**config.mk**
```make
export PLATFORM = sky130hd
export DESIGN_NAME = uart_rx_byte
export DESIGN_NICKNAME = d
export VERILOG_FILES = /design/src/rtl/uart_pkg.sv /design/src/rtl/uart_baud_tick.sv /design/src/rtl/uart_rx_byte.sv
export SDC_FILE = /design/constraint.sdc
export NUM_CORES = 1
export LEC_CHECK = 0
export CAP_MARGIN = 40
export CORE_UTILIZATION = 53
export CTS_BUF_LIST = sky130_fd_sc_hd__clkbuf_2
export CTS_CLUSTER_SIZE = 16
export DETAILED_ROUTE_END_ITERATION = 16
export GPL_ROUTABILITY_DRIVEN = 0
export GPL_TIMING_DRIVEN = 1
export HOLD_SLACK_MARGIN = 0.12
export PLACE_DENSITY = 0.75
export SYNTH_ARGS = -nofsm -noshare
export SYNTH_HDL_FRONTEND = slang
export SYNTH_SLANG_ARGS = --single-unit
```
**constraint.sdc**
```tcl
create_clock -name CLK -period 4.3 [get_ports CLK]
set_clock_uncertainty 0.1 [all_clocks]
set_input_delay 0.645 -clock CLK [delete_from_list [all_inputs] [get_ports CLK]]
set_output_delay 0.645 -clock CLK [all_outputs]
set_load 0.005 [all_outputs]
```
**src/rtl/uart_pkg.sv**
```systemverilog
// Shared types and helpers for the UART receive path: FSM state encoding,
// default oversampling ratio and the prescaler divisor calculation.
package uart_pkg;

  typedef enum logic [2:0] {
    RX_IDLE      = 3'd0,
    RX_START     = 3'd1,
    RX_DATA      = 3'd2,
    RX_STOP      = 3'd3,
    RX_WAIT_HIGH = 3'd4
  } rx_state_t;

  localparam int unsigned OVERSAMPLE_DEF = 16;

  // Clocks per oversample tick, rounded to nearest, never below 1.
  function automatic int unsigned calc_div(input int unsigned clk_hz,
                                           input int unsigned baud,
                                           input int unsigned os);
    logic [63:0] den;
    logic [63:0] q;
    den = {32'd0, baud} * {32'd0, os};
    q   = ({32'd0, clk_hz} + (den >> 1)) / den;
    if (q == 64'd0) return 1;
    return q[31:0];
  endfunction

endpackage

```
**src/rtl/uart_baud_tick.sv**
```systemverilog
// Free-running prescaler: one-cycle tick every DIV clocks, restartable by
// a synchronous clear so the first tick lands DIV clocks after the clear.
module uart_baud_tick #(
  parameter int unsigned DIV = 1
) (
  input  logic i_clk,
  input  logic i_rst,
  input  logic i_clr,
  output logic o_tick
);

  localparam int unsigned   CW   = (DIV > 1) ? $clog2(DIV) : 1;
  localparam logic [CW-1:0] LAST = CW'(DIV - 1);

  logic [CW-1:0] r_cnt;

  always_ff @(posedge i_clk) begin
    if (i_rst || i_clr || (r_cnt == LAST)) begin
      r_cnt <= '0;
    end else begin
      r_cnt <= r_cnt + CW'(1);
    end
  end

  assign o_tick = (r_cnt == LAST) && !i_clr;

endmodule

```
**src/rtl/uart_rx_byte.sv**
```systemverilog
// 8N1 UART receiver: oversampled start qualification, 3-sample majority
// voting, framing/overrun detection, single-entry holding register with VALID/READY.
module uart_rx_byte
  import uart_pkg::*;
#(
  parameter int unsigned CLK_HZ     = 12000000,
  parameter int unsigned BAUD       = 9600,
  parameter int unsigned OVERSAMPLE = OVERSAMPLE_DEF
) (
  input  logic       CLK,
  input  logic       RST,
  input  logic       RX,
  output logic [7:0] DATA,
  output logic       VALID,
  input  logic       READY,
  output logic       BUSY,
  output logic       FRAME_ERR,
  output logic       OVERRUN,
  output logic [2:0] DBG_STATE
);

  // Handshake: DATA is held while VALID is high; a byte is consumed on any
  // rising edge with VALID && READY. A new byte arriving while VALID && !READY
  // is dropped and reported on OVERRUN.

  localparam int unsigned    DIV    = calc_div(CLK_HZ, BAUD, OVERSAMPLE);
  localparam int unsigned    SCW    = $clog2(OVERSAMPLE);
  localparam logic [SCW-1:0] CENTER = SCW'(OVERSAMPLE / 2);
  localparam logic [SCW-1:0] LAST   = SCW'(OVERSAMPLE - 1);

  rx_state_t      r_state;
  rx_state_t      w_state_next;
  logic           r_rx_meta;
  logic           r_rx_s;
  logic [2:0]     r_hist;
  logic [SCW-1:0] r_scnt;
  logic [2:0]     r_bit_idx;
  logic [7:0]     r_shift;
  logic [7:0]     r_data;
  logic           r_valid;
  logic           r_busy;
  logic           r_ferr;
  logic           r_ovr;

  logic           w_tick;
  logic           w_clr;
  logic [2:0]     w_hist_now;
  logic           w_maj;
  logic           w_center;
  logic           w_end;
  logic           w_busy_next;
  logic [2:0]     w_bit_next;
  logic           w_shift_en;
  logic           w_deliver;
  logic           w_ferr;

  uart_baud_tick #(.DIV(DIV)) u_tick (
    .i_clk  (CLK),
    .i_rst  (RST),
    .i_clr  (w_clr),
    .o_tick (w_tick)
  );

  // The vote includes the sample taken on the current tick.
  assign w_hist_now = {r_hist[1:0], r_rx_s};
  assign w_maj      = (w_hist_now[0] & w_hist_now[1]) |
                      (w_hist_now[0] & w_hist_now[2]) |
                      (w_hist_now[1] & w_hist_now[2]);
  assign w_center   = (r_scnt == CENTER);
  assign w_end      = (r_scnt == LAST);

  always_ff @(posedge CLK) begin
    if (RST) begin
      r_state <= RX_IDLE;
    end else begin
      r_state <= w_state_next;
    end
  end

  always_comb begin
    w_state_next = r_state;
    w_clr        = 1'b0;
    w_busy_next  = r_busy;
    w_bit_next   = r_bit_idx;
    w_shift_en   = 1'b0;
    w_deliver    = 1'b0;
    w_ferr       = 1'b0;
    case (r_state)
      RX_IDLE: begin
        w_busy_next = 1'b0;
        if (!r_rx_s) begin
          w_clr        = 1'b1;
          w_state_next = RX_START;
        end
      end
      RX_START: begin
        if (w_tick && w_center) begin
          if (w_maj) w_state_next = RX_IDLE;
          else       w_busy_next  = 1'b1;
        end else if (w_tick && w_end) begin
          w_state_next = RX_DATA;
          w_bit_next   = 3'd0;
        end
      end
      RX_DATA: begin
        if (w_tick && w_center) begin
          w_shift_en = 1'b1;
        end else if (w_tick && w_end) begin
          if (r_bit_idx == 3'd7) w_state_next = RX_STOP;
          else                   w_bit_next   = r_bit_idx + 3'd1;
        end
      end
      RX_STOP: begin
        // Decide at the stop-bit centre so the next start edge is never missed.
        if (w_tick && w_center) begin
          w_busy_next = 1'b0;
          if (w_maj) begin
            w_deliver    = 1'b1;
            w_state_next = RX_IDLE;
          end else begin
            w_ferr       = 1'b1;
            w_state_next = RX_WAIT_HIGH;
          end
        end
      end
      RX_WAIT_HIGH: begin
        if (r_rx_s) w_state_next = RX_IDLE;
      end
      default: w_state_next = RX_IDLE;
    endcase
  end

  always_ff @(posedge CLK) begin
    if (RST) begin
      r_rx_meta <= 1'b1;
      r_rx_s    <= 1'b1;
      r_hist    <= 3'b111;
      r_scnt    <= '0;
      r_bit_idx <= 3'd0;
      r_shift   <= 8'h00;
      r_data    <= 8'h00;
      r_valid   <= 1'b0;
      r_busy    <= 1'b0;
      r_ferr    <= 1'b0;
      r_ovr     <= 1'b0;
    end else begin
      r_rx_meta <= RX;
      r_rx_s    <= r_rx_meta;
      if (w_tick) r_hist <= w_hist_now;
      if (w_clr) begin
        r_scnt <= '0;
      end else if (w_tick) begin
        r_scnt <= r_scnt + SCW'(1);
      end
      r_bit_idx <= w_bit_next;
      if (w_shift_en) r_shift <= {w_maj, r_shift[7:1]};
      r_busy <= w_busy_next;
      r_ferr <= w_ferr;
      if (w_deliver && (!r_valid || READY)) begin
        r_data  <= r_shift;
        r_valid <= 1'b1;
        r_ovr   <= 1'b0;
      end else begin
        r_ovr <= w_deliver;
        if (READY) r_valid <= 1'b0;
      end
    end
  end

  assign DATA      = r_data;
  assign VALID     = r_valid;
  assign BUSY      = r_busy;
  assign FRAME_ERR = r_ferr;
  assign OVERRUN   = r_ovr;
  assign DBG_STATE = r_state;

endmodule
```
After elaboration in Yosys (flattened, before gate mapping)
Cells that the tools add are included.
{"block": "op_classes", "n_mux": 31, "n_bitwise": 7, "add_sub_neg": 3, "n_reduce_logical": 19, "eq_ne": 21}
{"cell": "3-bit 2-to-1 mux", "count": 15}
{"cell": "2-bit != test, second input constant", "count": 11}
{"cell": "3-bit one-hot mux with 5 select lines", "count": 1}
{"cell": "1-bit 2-to-1 mux", "count": 13}
{"cell": "4-bit equality test, second input constant", "count": 2}
{"cell": "8-bit AND reduction", "count": 1}
{"cell": "7-bit by 1-bit adder with 7-bit output, second input constant", "count": 1}
{"cell": "7-bit equality test, second input constant", "count": 1}
{"cell": "3-bit by 2-bit equality test with 1-bit output, second input constant", "count": 2}
{"cell": "3-bit equality test, second input constant", "count": 2}
{"cell": "3-bit != test, second input constant", "count": 2}
{"cell": "3-bit one-hot mux with 2 select lines", "count": 1}
{"cell": "6-bit AND reduction", "count": 1}
{"cell": "4-bit by 1-bit adder with 4-bit output, second input constant", "count": 1}
{"cell": "1-bit logical AND", "count": 4}
{"cell": "4-bit AND reduction", "count": 1}
{"cell": "2-bit nonzero test", "count": 2}
{"cell": "2-bit OR reduction", "count": 2}
{"cell": "3-bit by 1-bit adder with 3-bit output, second input constant", "count": 1}
{"cell": "1-bit AND", "count": 3}
{"cell": "3-bit by 1-bit equality test with 1-bit output, second input constant", "count": 1}
{"cell": "3-bit logical NOT", "count": 1}
{"cell": "1-bit logical OR", "count": 3}
{"cell": "1-bit one-hot mux with 3 select lines", "count": 1}
{"cell": "5 further kinds", "count": 8}
{"block": "word_totals", "out_inout_bits": 15, "input_bits": 4, "wordCells": 94, "ff_bits": 41}

Longest topological paths before layout
Gate-level depths: netlist of run 1.
{"block": "depth", "depth_word": 9, "depth_mapped": 7}

Cells and area by module
A second synthesis of run 1 with hierarchy kept.
{"block": "hier_totals", "hier_cells": 178, "area_unflattened_um2": 1739.2}
{"mod": "uart_rx_byte", "n_inst": 1, "cells_per_inst": 144, "area_each_um2": 1436.4, "seq_area_each_um2": 680.7}
{"mod": "uart_baud_tick", "n_inst": 1, "cells_per_inst": 34, "area_each_um2": 302.8, "seq_area_each_um2": 140.1}

Worst setup path after synthesis of run 1
Ideal clock, no wire load.
{"block": "synth_path", "path_kind": "flip-flop to flip-flop", "startpoint": "reg u_tick.r_cnt[0]", "endpoint": "reg r_bit_idx[0]", "path_buffers": 0, "arrival_ns": 1.746, "stages_incl_launch_ff": 7, "period_less_slack_ns": 1.967, "slack_ns": 2.333, "t_required_ns": 4.079, "setup_ns": 0.121, "cell_sequence": "dfxtp_1 ha_1 and4bb_2 nand4_1 and3_1 o211ai_1 mux2_2"}
{"block": "synth_via", "elab_chain_len": 5, "elab_cells_between_ends": 9, "cone_classes": "eq/ne (5); reduce/logical (4)"}
{"element": "start, declared", "line_no": "uart_baud_tick.sv:15", "rtl": "logic [CW-1:0] r_cnt;"}
{"element": "start signal, assigned", "line_no": "uart_baud_tick.sv:21", "rtl": "r_cnt <= r_cnt + CW'(1);"}
{"element": "7-bit equality test *", "line_no": "uart_baud_tick.sv:25", "rtl": "assign o_tick = (r_cnt == LAST) && !i_clr;"}
{"element": "1-bit logical AND *", "line_no": "uart_baud_tick.sv:25"}
{"element": "1-bit logical AND, on equally long branches"}
{"element": "2-bit != test (no line)"}
{"element": "6-bit AND reduction (no line) *"}
{"element": "end signal, assigned", "line_no": "uart_rx_byte.sv:155", "rtl": "r_bit_idx <= w_bit_next;"}
{"element": "end, declared", "line_no": "uart_rx_byte.sv:37", "rtl": "logic [2:0] r_bit_idx;"}
Every way passes the cells marked *; elsewhere a longest branch is shown, timed or not.
A chain may end at the register's enable or synchronous reset.

Worst setup path in the final report of run 1
{"block": "layout_path", "startpoint": "reg r_state[0], in the netlist DBG_STATE[0]", "endpoint": "out DBG_STATE[0]"}
{"element": "start, declared", "line_no": "uart_rx_byte.sv:31", "rtl": "rx_state_t r_state;"}
{"element": "start signal, assigned", "line_no": "uart_rx_byte.sv:76", "rtl": "r_state <= w_state_next;"}
{"element": "end, declared", "line_no": "uart_rx_byte.sv:19", "rtl": "output logic [2:0] DBG_STATE"}
No word-level cell between the ends.

==> results.sh, run 1 <==
export IMPL_timing_hold_violations_final=0
export IMPL_die_h_um=61.49
export IMPL_syn_nets=206
export IMPL_postCtsHoldBufs=0
export IMPL_syn2layout_area_growth_pct=15.81
export IMPL_ys_flop_type="dfxtp_1"
export IMPL_overflow=0
export IMPL_cts_buffers=5
export IMPL_power_leakage_nw=0.8443
export IMPL_final_max_slew_viol_count=0
export IMPL_critPathSlowestCell="dfxtp_1"
export IMPL_cp_cell_sequence="clkdlybuf4s50_1"
export IMPL_required_ns=3.56
export IMPL_cts_root_buffer="clkbuf_2"
export IMPL_hpwl_um=2631
export IMPL_grt_max_degree=35
export IMPL_async_reset_ff_share_pct=0
export IMPL_drtIter0Drc=83
export IMPL_vdd_ir_drop_max_mv=0.3364
export IMPL_crit_arrival_ns=1.69
export IMPL_path_buf_inv=1
export IMPL_clk_latency_ns=0.43
export IMPL_cts_tree="done"
export IMPL_initial_core_util_pct=55.77
export IMPL_syn_avg_cell_area_sq_um=9.569
export IMPL_startpoint_type="register"
export IMPL_synth_cell_type_count=44
export IMPL_io_buffers=18
export IMPL_dp_slack_ns=1.757
export IMPL_clk_path_buf_depth=2
export IMPL_cts_resized=0
export IMPL_drc=0
export IMPL_yosys_warnings=0
export IMPL_fin_ws_ns=1.868
export IMPL_status="finished, final reports clean"
export IMPL_synth_edf_count=0
export IMPL_crit_type="register to output pin"
export IMPL_antenna_found_initial=0
export IMPL_end_kind="output pin"
export IMPL_crit_family="flip-flops"
export IMPL_synth_seq_area_share_pct=43.76
export IMPL_post_route_period_util_pct=56.56
export IMPL_io_pins=19
export IMPL_cts_htree_levels=2
export IMPL_wl_um=3616
export IMPL_rows=21
export IMPL_rsz0062_at_grt="no"
export IMPL_nets=227
export IMPL_avgViaCountPerCell=5.492
export IMPL_drive_above_1_share_pct=9.633
export IMPL_slew_headroom_pct=52.44
export IMPL_powerDensity_nw_per_um2=296.6
export IMPL_worstMarginPinSlew_ns=0.7080
export IMPL_ant_nets=0
export IMPL_drt_pass1_iterations=4
export IMPL_synth_seq_cells=41
export IMPL_setup_viol=0
export IMPL_cap_violations=0
export IMPL_core_area_sq_um=3363
export IMPL_min_period_ns=2.432
export IMPL_grt_pass1_wl_um=5954
export IMPL_fin_setup_tns_ns=0
export IMPL_die_area_sq_um=3780
export IMPL_cts_sinks=41
export IMPL_wire_per_inst_um=13.70
export IMPL_cts_clk_slew_worst_paths_ns=0.21
export IMPL_syn_cell_area_sq_um=1876
export IMPL_diodes=0
export IMPL_timing_fmax_mhz=411.2
export IMPL_postCtsSetupBuffers=0
export IMPL_crit_fanout=14
export IMPL_grt_pass1_vias=1371
export IMPL_fin_util_pct=64.58
export IMPL_routed_via_count=1450
export IMPL_grtUsageTotal_pct=21.93
export IMPL_synth_cells=196
export IMPL_hp_class="register to register"
export IMPL_slowest_delay_ns=0.67
export IMPL_fp_dieW_um=61.49
worst register-to-register path, delay by kind of cell, from the launching register on:
family,cells,cell delay (ns)
flip-flops,1,0.67
multiplexers,1,0.27
AND/OR/NAND/NOR,4,1.09
layout by cell type (no fill, tap or decap), drive strengths merged, types with 2 or more instances in the layout:
cell type,synthesis,layout
xor2,5,5
nor4,2,2
clkdlybuf4s50,0,18
nor2,30,30
or2,4,4
nor3b,2,2
nand3,7,7
and4,2,2
nor2b,3,3
mux2i,20,20
dfxtp,41,41
inv,5,5
clkbuf,4,5
and3,2,2
nand2b,6,6
a211o,3,3
mux2,2,2
xnor2,4,4
a21oi,6,6
nand4,2,2
nand2,16,16
ha,6,6
o21ai,2,2
o211ai,3,3
nor3,3,3
state kept, by name, indices dropped and copies added, names as in the netlist:
| signal | cells |
|---|---|
| r_shift | 8 |
| DATA | 8 |
| FRAME_ERR | 1 |
| r_scnt | 4 |
| BUSY | 1 |
| DBG_STATE | 3 |
| u_tick.r_cnt | 7 |
| r_rx_s | 1 |
| r_hist | 2 |
| OVERRUN | 1 |
| VALID | 1 |
| r_bit_idx | 3 |
| r_rx_meta | 1 |
report_power, final:
| part | internal (W) | switching, W |
|---|---|---|
| clock | 0.0000990 | 0.000134 |
| sequential | 0.000384 | 0.00000357 |
| combinational | 0.0000107 | 0.0000132 |
cell families (layout without fill, tap and decap cells):
family,count (synthesis),after routing,share of synthesized area (%)
xor gates and xnor gates,9,9,4.203
AOI/OAI and AO/OA,19,19,7.405
adders and majority gates,7,7,4.536
buffers and inverters,10,32,2.068
DFF,41,41,43.76
and+or+nand+nor,88,88,25.95
muxes,22,22,12.07
final timing paths:
check,from,end,slack [ns],cells after the start
worst min register to register,r_rx_meta$_SDFF_PP1_,r_rx_s$_SDFF_PP1_,0.34,1
worst max-delay path,DBG_STATE[0]$_SDFFE_PP0P_,DBG_STATE[0],1.87,1
worst min-delay path,r_rx_meta$_SDFF_PP1_,r_rx_s$_SDFF_PP1_,0.34,1
worst max register to register,DBG_STATE[0]$_SDFFE_PP0P_,DATA[7]$_SDFFE_PP0P_,2.08,5
synthesized netlist by cell type, types with 2 or more instances:
cell,number,area [sq um]
a21oi_1,6,30.03
and4_1,2,17.52
nor3b_1,2,15.01
nand2_1,15,56.30
a211o_1,3,26.28
nor2_1,30,112.6
or2_2,4,25.02
xor2_1,5,43.79
o211ai_1,3,22.52
xnor2_1,4,35.03
and3_1,2,12.51
mux2i_1,20,200.2
dfxtp_1,41,820.8
nand4_1,2,12.51
ha_1,6,75.07
inv_1,5,18.77
nand2b_1,6,37.54
nor3_1,3,15.01
clkbuf_1,4,15.01
nand3_1,7,35.03
nor2b_1,3,18.77
per-stage QoR:
| step | cells | total power (W) | hold slack (ns) | area, sq um |
|---|---|---|---|---|
| 6_report | 264 | 0.0006443 | 0.3447 | 2172 |
| 5_1_grt | 264 | 0.0006692 | 0.3938 | 2172 |
| 4_1_cts | 264 | 0.0006487 | 0.3455 | 2172 |
| 3_5_place_dp | 256 | 0.0004191 | 0.3000 | 2101 |
| 3_3_place_gp | 256 | 0.0004181 | 0.2948 | 2101 |
| 2_1_floorplan | 196 | 0.0004107 | 0.2895 | 1876 |
cell type report:
class                   instances  area, sq um
inverters                       5        18.77
well taps                      46        57.56
fillers                       296         1191
multi-input cells             145         1016
clock buffers                   5        25.02
clock inverters                 3        46.29
flip-flops and latches         41        820.8
repair buffers                 19        187.7
layer usage:
metal	part of all wire [%]	wire length (um)	vias up	global-route usage [%]
met1	45	1616	693	25.10
met4	1.9	70	0	9.841
met3	3.6	131	8	8.193
met5	0	0	-	0
li1	-	-	725	-
met2	50	1798	24	36.41
Power figures use the tool's default switching activity.
==> run 2: changes to the inputs <==
- clock period: 4.3 -> 2.5 ns (I/O delays scaled with it)
==> run 2 against run 1 <==
  * Via count increased by 1.3%
  * Combinational power grew 75%
  * Largest power group unchanged
  * Clock-buffer cell count did not move
  * Non-clock buffer count increased by 4
  * Sequential share of layout area shrank 0.52 points
  * Cell count grew 1.5%
  * Sequential cell count unchanged
  * Design area is 1.4% higher
==> results.sh, run 2 (synthesis results as in run 1) <==
export IMPL_die_area_sq_um=3780
export IMPL_startpoint_type="register"
export IMPL_postCtsHoldBufs=0
export IMPL_final_max_slew_viol_count=0
export IMPL_drive_above_1_share_pct=11.26
export IMPL_cts_buffers=5
export IMPL_wl_um=3611
export IMPL_io_buffers=18
export IMPL_crit_fanout=3
export IMPL_wire_per_inst_um=13.47
export IMPL_postCtsSetupBuffers=0
export IMPL_slowest_delay_ns=0.38
export IMPL_clk_path_buf_depth=2
export IMPL_hp_class="register to register"
export IMPL_timing_fmax_mhz=462.1
export IMPL_layout_commonest_cell="dfxtp_1"
export IMPL_slew_headroom_pct=65.53
export IMPL_io_pins=19
export IMPL_vdd_ir_drop_max_mv=0.3535
export IMPL_avgViaCountPerCell=5.481
export IMPL_drt_pass1_iterations=4
export IMPL_path_buf_inv=1
export IMPL_postLayoutCellArea_sq_um=2202
export IMPL_die_h_um=61.49
export IMPL_timing_hold_violations_final=0
export IMPL_initial_core_util_pct=55.77
export IMPL_setup_viol=0
export IMPL_nets=231
export IMPL_final_cell_mix="dfxtp_1 (41), nor2_1 (30), mux2i_1 (20), clkdlybuf4s50_1 (18), nand2_1 (15)"
export IMPL_grt_pass1_wl_um=5906
export IMPL_hpwl_um=2714
export IMPL_routed_via_count=1469
export IMPL_power_leakage_nw=0.8661
export IMPL_place_area_sq_um=2131
export IMPL_fp_dieW_um=61.49
export IMPL_cts_clk_slew_worst_paths_ns=0.21
export IMPL_rsz0062_at_grt="no"
export IMPL_min_period_ns=2.164
export IMPL_cts_htree_levels=2
export IMPL_powerDensity_nw_per_um2=498.4
export IMPL_critPathSlowestCell="mux2_2"
export IMPL_grtUsageTotal_pct=21.88
export IMPL_ant_nets=0
export IMPL_drc=0
export IMPL_cts_sinks=41
export IMPL_cp_cell_sequence="inv_1 -> ha_1 -> and4bb_2 -> nand4_1 -> and3_1 -> o211ai_1 -> mux2_2"
export IMPL_worstMarginPinSlew_ns=0.5156
export IMPL_min_delay_start="r_rx_meta$_SDFF_PP1_"
export IMPL_grt_pass1_vias=1352
export IMPL_dp_cells=260
export IMPL_crit_family="simple AND/OR/NAND/NOR gates"
export IMPL_rr_endpoint="r_bit_idx[0]$_SDFFE_PP0P_"
export IMPL_fin_setup_tns_ns=0
export IMPL_cap_violations=0
export IMPL_crit_type="register to register"
export IMPL_post_route_period_util_pct=86.56
export IMPL_stdcell_count=268
export IMPL_status="finished, final reports clean"
export IMPL_overflow=0
export IMPL_ff2ff_path_depth=7
export IMPL_whs_ns=0.3348
export IMPL_cts_tree="done"
export IMPL_clk_latency_ns=0.40
export IMPL_rows=21
export IMPL_diodes=0
export IMPL_drtIter0Drc=71
export IMPL_holdPathEnd="r_rx_s$_SDFF_PP1_"
export IMPL_worstHoldPathCells=1
export IMPL_grt_max_degree=34
export IMPL_syn2layout_area_growth_pct=17.41
export IMPL_cts_root_buffer="clkbuf_2"
export IMPL_antenna_found_initial=0
export IMPL_cts_resized=0
export IMPL_crit_arrival_ns=2.39
export IMPL_fin_util_pct=65.48
export IMPL_core_area_sq_um=3363
export IMPL_r2r_slack_ns=0.34
export IMPL_r2r_start="u_tick.r_cnt[1]$_SDFF_PP0_"
export IMPL_required_ns=2.73
export IMPL_end_kind="register"
## run 2: changes by cell type in the layout (fill, tap and decap cells not counted)
cell   before  now
buf_4       1    5
## run 2: power breakdown
part | internal, W | switching [W]
combinational | 0.0000188 | 0.0000229
sequential | 0.000661 | 0.00000560
clock | 0.000170 | 0.000219
## run 2: worst reg2reg max path: cells and delay by family (launching register included)
family / cells / cell delay (ns)
AOI/OAI and AO/OA: 1 / 0.35
adders and majority gates: 1 / 0.18
buffers and inverters: 1 / 0.05
DFF: 1 / 0.37
muxes: 1 / 0.38
and+or+nand+nor: 3 / 0.66
## run 2: final cells by class
type                            instances  area, sq um
Fill cell                             312         1161
Tap cell                               46        57.56
Sequential cell                        41        820.8
Timing Repair Buffer                   23        217.7
Multi-Input combinational cell        145         1016
Clock inverter                          3        46.29
Inverter                                5        18.77
Clock buffer                            5        25.02
## run 2: through the flow
step	total power (W)	setup WS [ns]
global placement	0.0007196	0.4110
detailed placement	0.0007215	0.3383
global route	0.001149	0.1903
CTS	0.001114	0.3271
finish	0.001098	0.3359
floorplan	0.0007065	0.5330
## run 2: layer usage
metal | vias to the layer above | track usage, % | wire length (um)
li1 | 736 | - | -
met5 | - | 0 | 0
met4 | 0 | 12.06 | 77
met2 | 29 | 36.41 | 1814
met3 | 10 | 6.933 | 137
met1 | 694 | 24.84 | 1582
## run 2: how the worst max path moves through the flow
| stage | startpoint | end | depth (start not counted) |
|---|---|---|---|
| after global routing | u_tick.r_cnt[0]$_SDFF_PP0_ | r_bit_idx[0]$_SDFFE_PP0P_ | 6 |
| after detailed placement | u_tick.r_cnt[0]$_SDFF_PP0_ | r_bit_idx[0]$_SDFFE_PP0P_ | 6 |
| after global placement | u_tick.r_cnt[0]$_SDFF_PP0_ | r_bit_idx[0]$_SDFFE_PP0P_ | 6 |
| final | u_tick.r_cnt[1]$_SDFF_PP0_ | r_bit_idx[0]$_SDFFE_PP0P_ | 7 |
| after CTS | u_tick.r_cnt[1]$_SDFF_PP0_ | r_bit_idx[0]$_SDFFE_PP0P_ | 7 |
| after floorplan | u_tick.r_cnt[0]$_SDFF_PP0_ | r_bit_idx[0]$_SDFFE_PP0P_ | 6 |
